===== config.mk =====
export PLATFORM = sky130hd
export DESIGN_NAME = forwarding_unit
export DESIGN_NICKNAME = d
export VERILOG_FILES = /design/src/rtl/forwarding_unit_pkg.sv /design/src/rtl/hazard_stage_reg.sv /design/src/rtl/forwarding_unit.sv
export SDC_FILE = /design/constraint.sdc
export NUM_CORES = 1
export LEC_CHECK = 0
export ABC_AREA = 1
export CORE_UTILIZATION = 46
export CTS_CLUSTER_SIZE = 25
export DETAILED_ROUTE_END_ITERATION = 12
export MAX_ROUTING_LAYER = met4
export PLACE_DENSITY = 0.71
export RECOVER_POWER = 25
export SKIP_LAST_GASP = 1
export SLEW_MARGIN = 30
export SYNTH_ARGS = -nofsm -noshare
export SYNTH_HDL_FRONTEND = slang
export SYNTH_SLANG_ARGS = --single-unit

===== constraint.sdc =====
create_clock -name clk -period 2.05 [get_ports clk]
set_input_delay 0.3075 -clock clk [delete_from_list [all_inputs] [get_ports clk]]
set_output_delay 0.3075 -clock clk [all_outputs]
set_load 0.05 [all_outputs]

===== src/rtl/forwarding_unit_pkg.sv =====
// forwarding_unit_pkg: forwarding select codes, register-zero constant and shadow-entry field widths
package forwarding_unit_pkg;
  localparam int SEL_W = 2;
  localparam logic [SEL_W-1:0] FWD_REGFILE = 2'b00;
  localparam logic [SEL_W-1:0] FWD_MEMWB = 2'b01;
  localparam logic [SEL_W-1:0] FWD_EXMEM = 2'b10;
  localparam int REG_ZERO = 0;
  localparam int FLAG_W = 3;
  localparam int SRC_FLAG_W = 2;
endpackage


===== src/rtl/hazard_stage_reg.sv =====
// hazard_stage_reg: one shadow-pipeline entry (clk, reset, load, d -> q); !load inserts an all-zero bubble
module hazard_stage_reg #(
  parameter int W = 8
) (
  input  logic         clk,
  input  logic         reset,
  input  logic         load,
  input  logic [W-1:0] d,
  output logic [W-1:0] q
);
  always_ff @(posedge clk) q <= (reset || !load) ? '0 : d;
endmodule


===== src/rtl/forwarding_unit.sv =====
// forwarding_unit: EX/MEM/WB shadow pipeline driving EX operand forward selects, load-use stall and stall counter
module forwarding_unit
  import forwarding_unit_pkg::*;
#(
  parameter int REG_ADDR_LEN = 5,
  parameter int CNT_LEN = 32
) (
  input  logic                    clk,
  input  logic                    reset,
  input  logic                    id_valid,
  input  logic [REG_ADDR_LEN-1:0] id_rs,
  input  logic [REG_ADDR_LEN-1:0] id_rt,
  input  logic                    id_uses_rs,
  input  logic                    id_uses_rt,
  input  logic [REG_ADDR_LEN-1:0] id_dest,
  input  logic                    id_reg_write,
  input  logic                    id_mem_read,
  input  logic                    flush,
  output logic [SEL_W-1:0]        fwd_sel_a,
  output logic [SEL_W-1:0]        fwd_sel_b,
  output logic                    stall,
  output logic [CNT_LEN-1:0]      stall_count
);
  localparam int A = REG_ADDR_LEN;
  localparam int MW = FLAG_W + A;
  localparam int EW = MW + SRC_FLAG_W + 2 * A;
  localparam logic [A-1:0] ZERO = A'(REG_ZERO);
  logic [EW-1:0] ex_q;
  logic [MW-1:0] mem_q, wb_q;
  logic ex_valid, ex_mem_read, ex_uses_rs, ex_uses_rt, wb_unused;
  logic [A-1:0] ex_dest, ex_rs, ex_rt;
  // EX entry layout: {valid, reg_write, mem_read, dest, uses_rs, uses_rt, rs, rt}; its top MW bits form the MEM/WB entry
  hazard_stage_reg #(.W(EW)) u_ex (
    .clk(clk), .reset(reset), .load(!stall && !flush),
    .d({id_valid, id_reg_write, id_mem_read, id_dest, id_uses_rs, id_uses_rt, id_rs, id_rt}),
    .q(ex_q)
  );
  hazard_stage_reg #(.W(MW)) u_mem (.clk(clk), .reset(reset), .load(1'b1), .d(ex_q[EW-1 -: MW]), .q(mem_q));
  hazard_stage_reg #(.W(MW)) u_wb (.clk(clk), .reset(reset), .load(1'b1), .d(mem_q), .q(wb_q));
  assign ex_valid = ex_q[EW-1];
  assign ex_mem_read = ex_q[EW-3];
  assign ex_dest = ex_q[EW-4 -: A];
  assign {ex_uses_rs, ex_uses_rt, ex_rs, ex_rt} = ex_q[2*A+1:0];
  assign wb_unused = wb_q[MW-3];
  function automatic logic hit(input logic v, input logic rw, input logic [A-1:0] dest,
                               input logic [A-1:0] src, input logic en);
    return en && v && rw && dest != ZERO && dest == src;
  endfunction
  always_comb begin
    fwd_sel_a = hit(mem_q[MW-1], mem_q[MW-2], mem_q[A-1:0], ex_rs, ex_uses_rs) ? FWD_EXMEM :
                hit(wb_q[MW-1], wb_q[MW-2], wb_q[A-1:0], ex_rs, ex_uses_rs) ? FWD_MEMWB : FWD_REGFILE;
    fwd_sel_b = hit(mem_q[MW-1], mem_q[MW-2], mem_q[A-1:0], ex_rt, ex_uses_rt) ? FWD_EXMEM :
                hit(wb_q[MW-1], wb_q[MW-2], wb_q[A-1:0], ex_rt, ex_uses_rt) ? FWD_MEMWB : FWD_REGFILE;
  end
  assign stall = id_valid && ex_valid && ex_mem_read && ex_dest != ZERO && !flush &&
                 ((id_uses_rs && id_rs == ex_dest) || (id_uses_rt && id_rt == ex_dest));
  always_ff @(posedge clk)
    if (reset) stall_count <= '0;
    else if (stall && !(&stall_count)) stall_count <= stall_count + CNT_LEN'(1);
endmodule


### After elaboration in Yosys (flattened, before gate mapping)

Cells that the tools add are included.

| storage, ports and cells | value |
|---|---|
| register bits after elaboration | 68 |
| bits of input ports | 23 |
| word-level logic and storage cells | 50 |

| cells by class | value |
|---|---|
| add/subtract/negate cells | 1 |
| equality and inequality tests | 6 |
| muxes and demuxes | 4 |
| reduce and logical (&&, ||, !) cells | 35 |

Operators by type and width:

| operator | number |
|---|---|
| $add A32 B1 Y32 const B | 1 |
| $reduce_and A32 Y1 | 1 |
| $eq A5 B5 Y1 | 6 |
| $logic_and A1 B1 Y1 | 25 |
| $reduce_bool A5 Y1 | 3 |
| $logic_not A1 Y1 | 4 |
| $mux W2 | 2 |
| $logic_or A1 B1 Y1 | 2 |
| $mux W1 | 2 |

### Longest topological paths before layout

| logic depth | value |
|---|---|
| word-level depth | 9 |
| depth in mapped cells | 12 |
| depth with buffers taken out | 11 |

### Hierarchy

From an unflattened synthesis, not the netlist that was laid out.

| second synthesis, totals | value |
|---|---|
| cells, all modules | 556 |
| area total of the unflattened synthesis | 3754.9 um^2 |

By module, submodules not included:

| module | instances | cells an instance | area an instance (um^2) | sequential area each (um^2) |
|---|---|---|---|---|
| forwarding_unit | 1 | 440 | 2651.3 | 640.6 |
| hazard_stage_reg at u_ex | 1 | 64 | 643.1 | 400.4 |
| hazard_stage_reg at u_mem ... | 2 | 26 | 230.2 | 160.2 |

### Worst setup path after synthesis

No wires, ideal clock.

| path | value |
|---|---|
| path kind | reg-to-output |
| start point | register u_mem.q[0] |
| end point | output fwd_sel_b[0] |
| data arrival time | 2.417 ns |
| required time | 1.742 ns |
| path slack | -0.675 ns |
| stages on the path, launching flop included | 5 |
| buffers on the path | 0 |
| path through | dfxtp_1 > xor2_1 > nor4_1 > nor3b_1 > nor2_1 |

| between the ends | value |
|---|---|
| word-level cells in the longest chain between the ends | 4 |
| elaborated cells on any way between the ends | 5 |
| those cells by class | eq/ne (1); mux (1); reduce/logical (3) |

RTL lines:

| item | line | source |
|---|---|---|
| from (decl) | hazard_stage_reg.sv:9 | `output logic [W-1:0] q` |
| from (signal assigned) | hazard_stage_reg.sv:11 | `always_ff @(posedge clk) q <= (reset \|\| !load) ? '0 : d;` |
| $reduce_bool A5 Y1 | forwarding_unit.sv:47 | `return en && v && rw && dest != ZERO && dest == src;` |
| $logic_and A1 B1 Y1 | forwarding_unit.sv:47 |  |
| $logic_and A1 B1 Y1 (*) | forwarding_unit.sv:47 |  |
| $mux W2 (*) | forwarding_unit.sv:52 | `fwd_sel_b = hit(mem_q[MW-1], mem_q[MW-2], mem_q[A-1:0], ex_rt, ex_uses_rt) ? FWD_EXMEM :` |
| to (decl) | forwarding_unit.sv:20 | `output logic [SEL_W-1:0] fwd_sel_b,` |

Every way passes the cells marked *; elsewhere a longest branch is shown, timed or not.

### Final worst setup path

| path | value |
|---|---|
| start point | register stall_count[13] |
| end point | output stall_count[13] |

RTL lines:

| item | line | source |
|---|---|---|
| from (decl) | forwarding_unit.sv:22 | `output logic [CNT_LEN-1:0] stall_count` |
| from (signal assigned) | forwarding_unit.sv:59 | `else if (stall && !(&stall_count)) stall_count <= stall_count + CNT_LEN'(1);` |

No word-level cell between the ends.

==> impl_results.md <==
- Status: finished, final reports clean
- Synth Net Count: 613
- Met3 Use GR: 2.956%
- Grt met2 use: 38.09%
- Root Buffer: clkbuf_8
- CTS Buf Count: 9
- Dpl cell area: 4613 um2
- Max Slew Vio Count: 0
- Final Wtd Congestion: 0.9066
- Busiest grt layer: met2
- Die Width: 92.65 um
- Worst Path Required: 1.74 ns
- Synth area leader: dfxtp_1
- WS Path Type: flip-flop to output pin
- Setup Skew: 0.008950 ns
- RSZ-0062 raised after global routing: true
- DR iter-0 viols: 254
- Critical path cell sequence: clkdlybuf4s50_1
- Cell Area, Synth: 3780 um2
- Synth unique cells: 31
- Starting Density: 48.17%
- Hold Crit Class: flip-flop to flip-flop
- Reg clk slew, reported paths: 0.08 ns
- CTS tree: done
- Synth top area cells: dfxtp_1 35%, nand2_1 17%, nor2_1 12%, inv_1 7.3%, xnor2_1 4.2%
- Synthesis-stage register bit count: 66
- Synth Instances: 589
- Crit path time final: 1.992 ns
- WHS: 0.4110 ns
- Total GRT Usage: 25.84%
- CP max stage delay: 0.86 ns
- WL final: 10050 um
- CP endpoint kind: output pin
- Min-Delay Path Depth: 2
- Detailed placement HPWL: 7682 um
- Row count: 32
- Ant. Diodes: 0
- Arr. time, crit path: 1.68 ns
- IO Pins: 60
- Max FO, Critical Path: 7
- Setup TNS Final: 0 ns
- DIE AREA: 8584 um2
- Placed instance count: 753
- Slowest cell on crit path: clkdlybuf4s50_1
- Via Count: 3783
- Dpl ws: 0.02736 ns
- Core Area: 7848 um2
- Global-route wire length before repair: 16910 um
- Commonest non-fill, non-tap cell in the layout: nand2_1
- Initial antenna violation count: 0
- Setup Viol. Count Final: 0
- Drt wl/cell: 13.06 um
- CTS sink count: 66
- Power Dens Cells: 517.0 nW/um2
- Final Hold Fails: 0
- Relative slew slack: 46.90%
- CP Buf/Inv Count: 1
- Mapped Avg Cell Area: 6.417 um2
- DRT Pass-1 Iters: 5
- Slew at the pin with the worst max-slew slack: 0.7965 ns
- Final instance area: 4826 um2
- Met1 usage: 37.18%
- Hold_buf cts: 0
- Layout Nets: 687
- Max frequency: 502.0 MHz
- Vias in the first global route: 3442
- Clk Latency, worst-skew pair: 0.34 ns
- Number of buffers added on ports: 59
- Share of layout cells above drive strength 1: 12.43%
- Max clock buf depth: 2
- Most frequent cells in the layout: 174 x nand2_1, 115 x nor2_1, 74 x inv_1
- Final Cycle Share: 97.17%
- DRC viols: 0
- Yosys warning total: 0
- WP depth: 1
- Max Cap Violations: 0
- Leakage: 1.872 nW
- Seq/Total Area, Yosys: 34.96%
- Filler cells: 763
- Vias per cell: 4.913
- CTS H-Tree Depth: 3
- Critical path's top delay family: buffers and inverters
- Max VDD drop: 0.0003033 V
- Crit path launch type: flip-flop
- Fin cells: 770
- Reg2reg path depth: 10
- Grt ovf: 0
- Largest net degree at the start of global routing: 34
- Setup WS post-layout: 0.05808 ns
- Die Span Y: 92.65 um
- Area delta synth->final: 27.67%
- Synth top area share: 34.96%
- Final antenna-violating net count: 0
layout make-up:
cell class | instances | area [um2] | area share, %
clock buffers | 9 | 123.9 | 2.567
clock inverters | 7 | 53.80 | 1.115
inverters | 78 | 292.8 | 6.067
multi-input cells | 432 | 2122 | 43.97
flip-flops and latches | 66 | 1325 | 27.46
well taps | 102 | 127.6 | 2.645
repair buffers | 76 | 780.7 | 16.18
registers in the layout, summed over array words and instances (netlist names):
| signal | count |
|---|---|
| stall_count | 32 |
| u_ex.q | 20 |
| u_mem.q | 7 |
| u_wb.q | 7 |
power breakdown:
part	internal (W)	switching [W]	total [W]
logic	0.0000833	0.0000881	0.000171
clock network	0.000446	0.000553	0.000999
registers	0.00130	0.0000209	0.00132
metal layers:
metal | vias up | share of wire (%) | wire (um)
met1 | 1689 | 51 | 5166
met5 | - | 0 | 0
met2 | 117 | 42 | 4235
met3 | 10 | 5.4 | 544
li1 | 1967 | - | -
met4 | 0 | 1.1 | 108
worst min-delay path: cells and delay by family, from the launching register on:
family | cells | cell delay, ns
flops | 1 | 0.30
buf+inv | 1 | 0.04
simple gates | 1 | 0.03
cells by family after synthesis:
family / share of synthesized area (%)
flip-flops: 34.96
AND/OR/NAND/NOR: 42.90
adder cells (fa/ha/maj): 0.3310
AO/OA/AOI/OAI: 5.164
buffers and inverters: 9.930
XOR/XNOR: 6.720
repair_timing:
action,in CTS,in global routing
setup buffers,0,1
hold endpoints to repair,0,0
gates resized for setup,0,11
endpoints found under the setup margin,0,7
stage by stage:
stage	utilization, %	power (W)
after floorplan	-	0.001443
after global placement	58.79	0.001522
after detailed placement	58.79	0.001523
after CTS	61.05	0.002514
after global routing	61.50	0.002595
final	61.50	0.002495
Yosys cell counts (all sizes together):
library cell,n
nand2,180
nor2,127
inv,77
dfxtp,66
nand3,27
nand4,25
a21oi,19
xnor2,18
xor2,11
buf,10
o21ai,9
nor3,7
clkbuf,3
nand3b,3
o2111ai,2
clkinv,1
ha,1
nor3b,1
nor4,1
or2,1
path summary, 6_finish.rpt:
path,from,to,slack [ns]
max,stall_count[13],stall_count[13],0.06
min reg2reg,u_ex.q[18],u_mem.q[6],0.41
max reg2reg,stall_count[0],stall_count[26],0.22
min,u_ex.q[18],u_mem.q[6],0.41
Note: power is estimated with default switching activity, not from simulation.
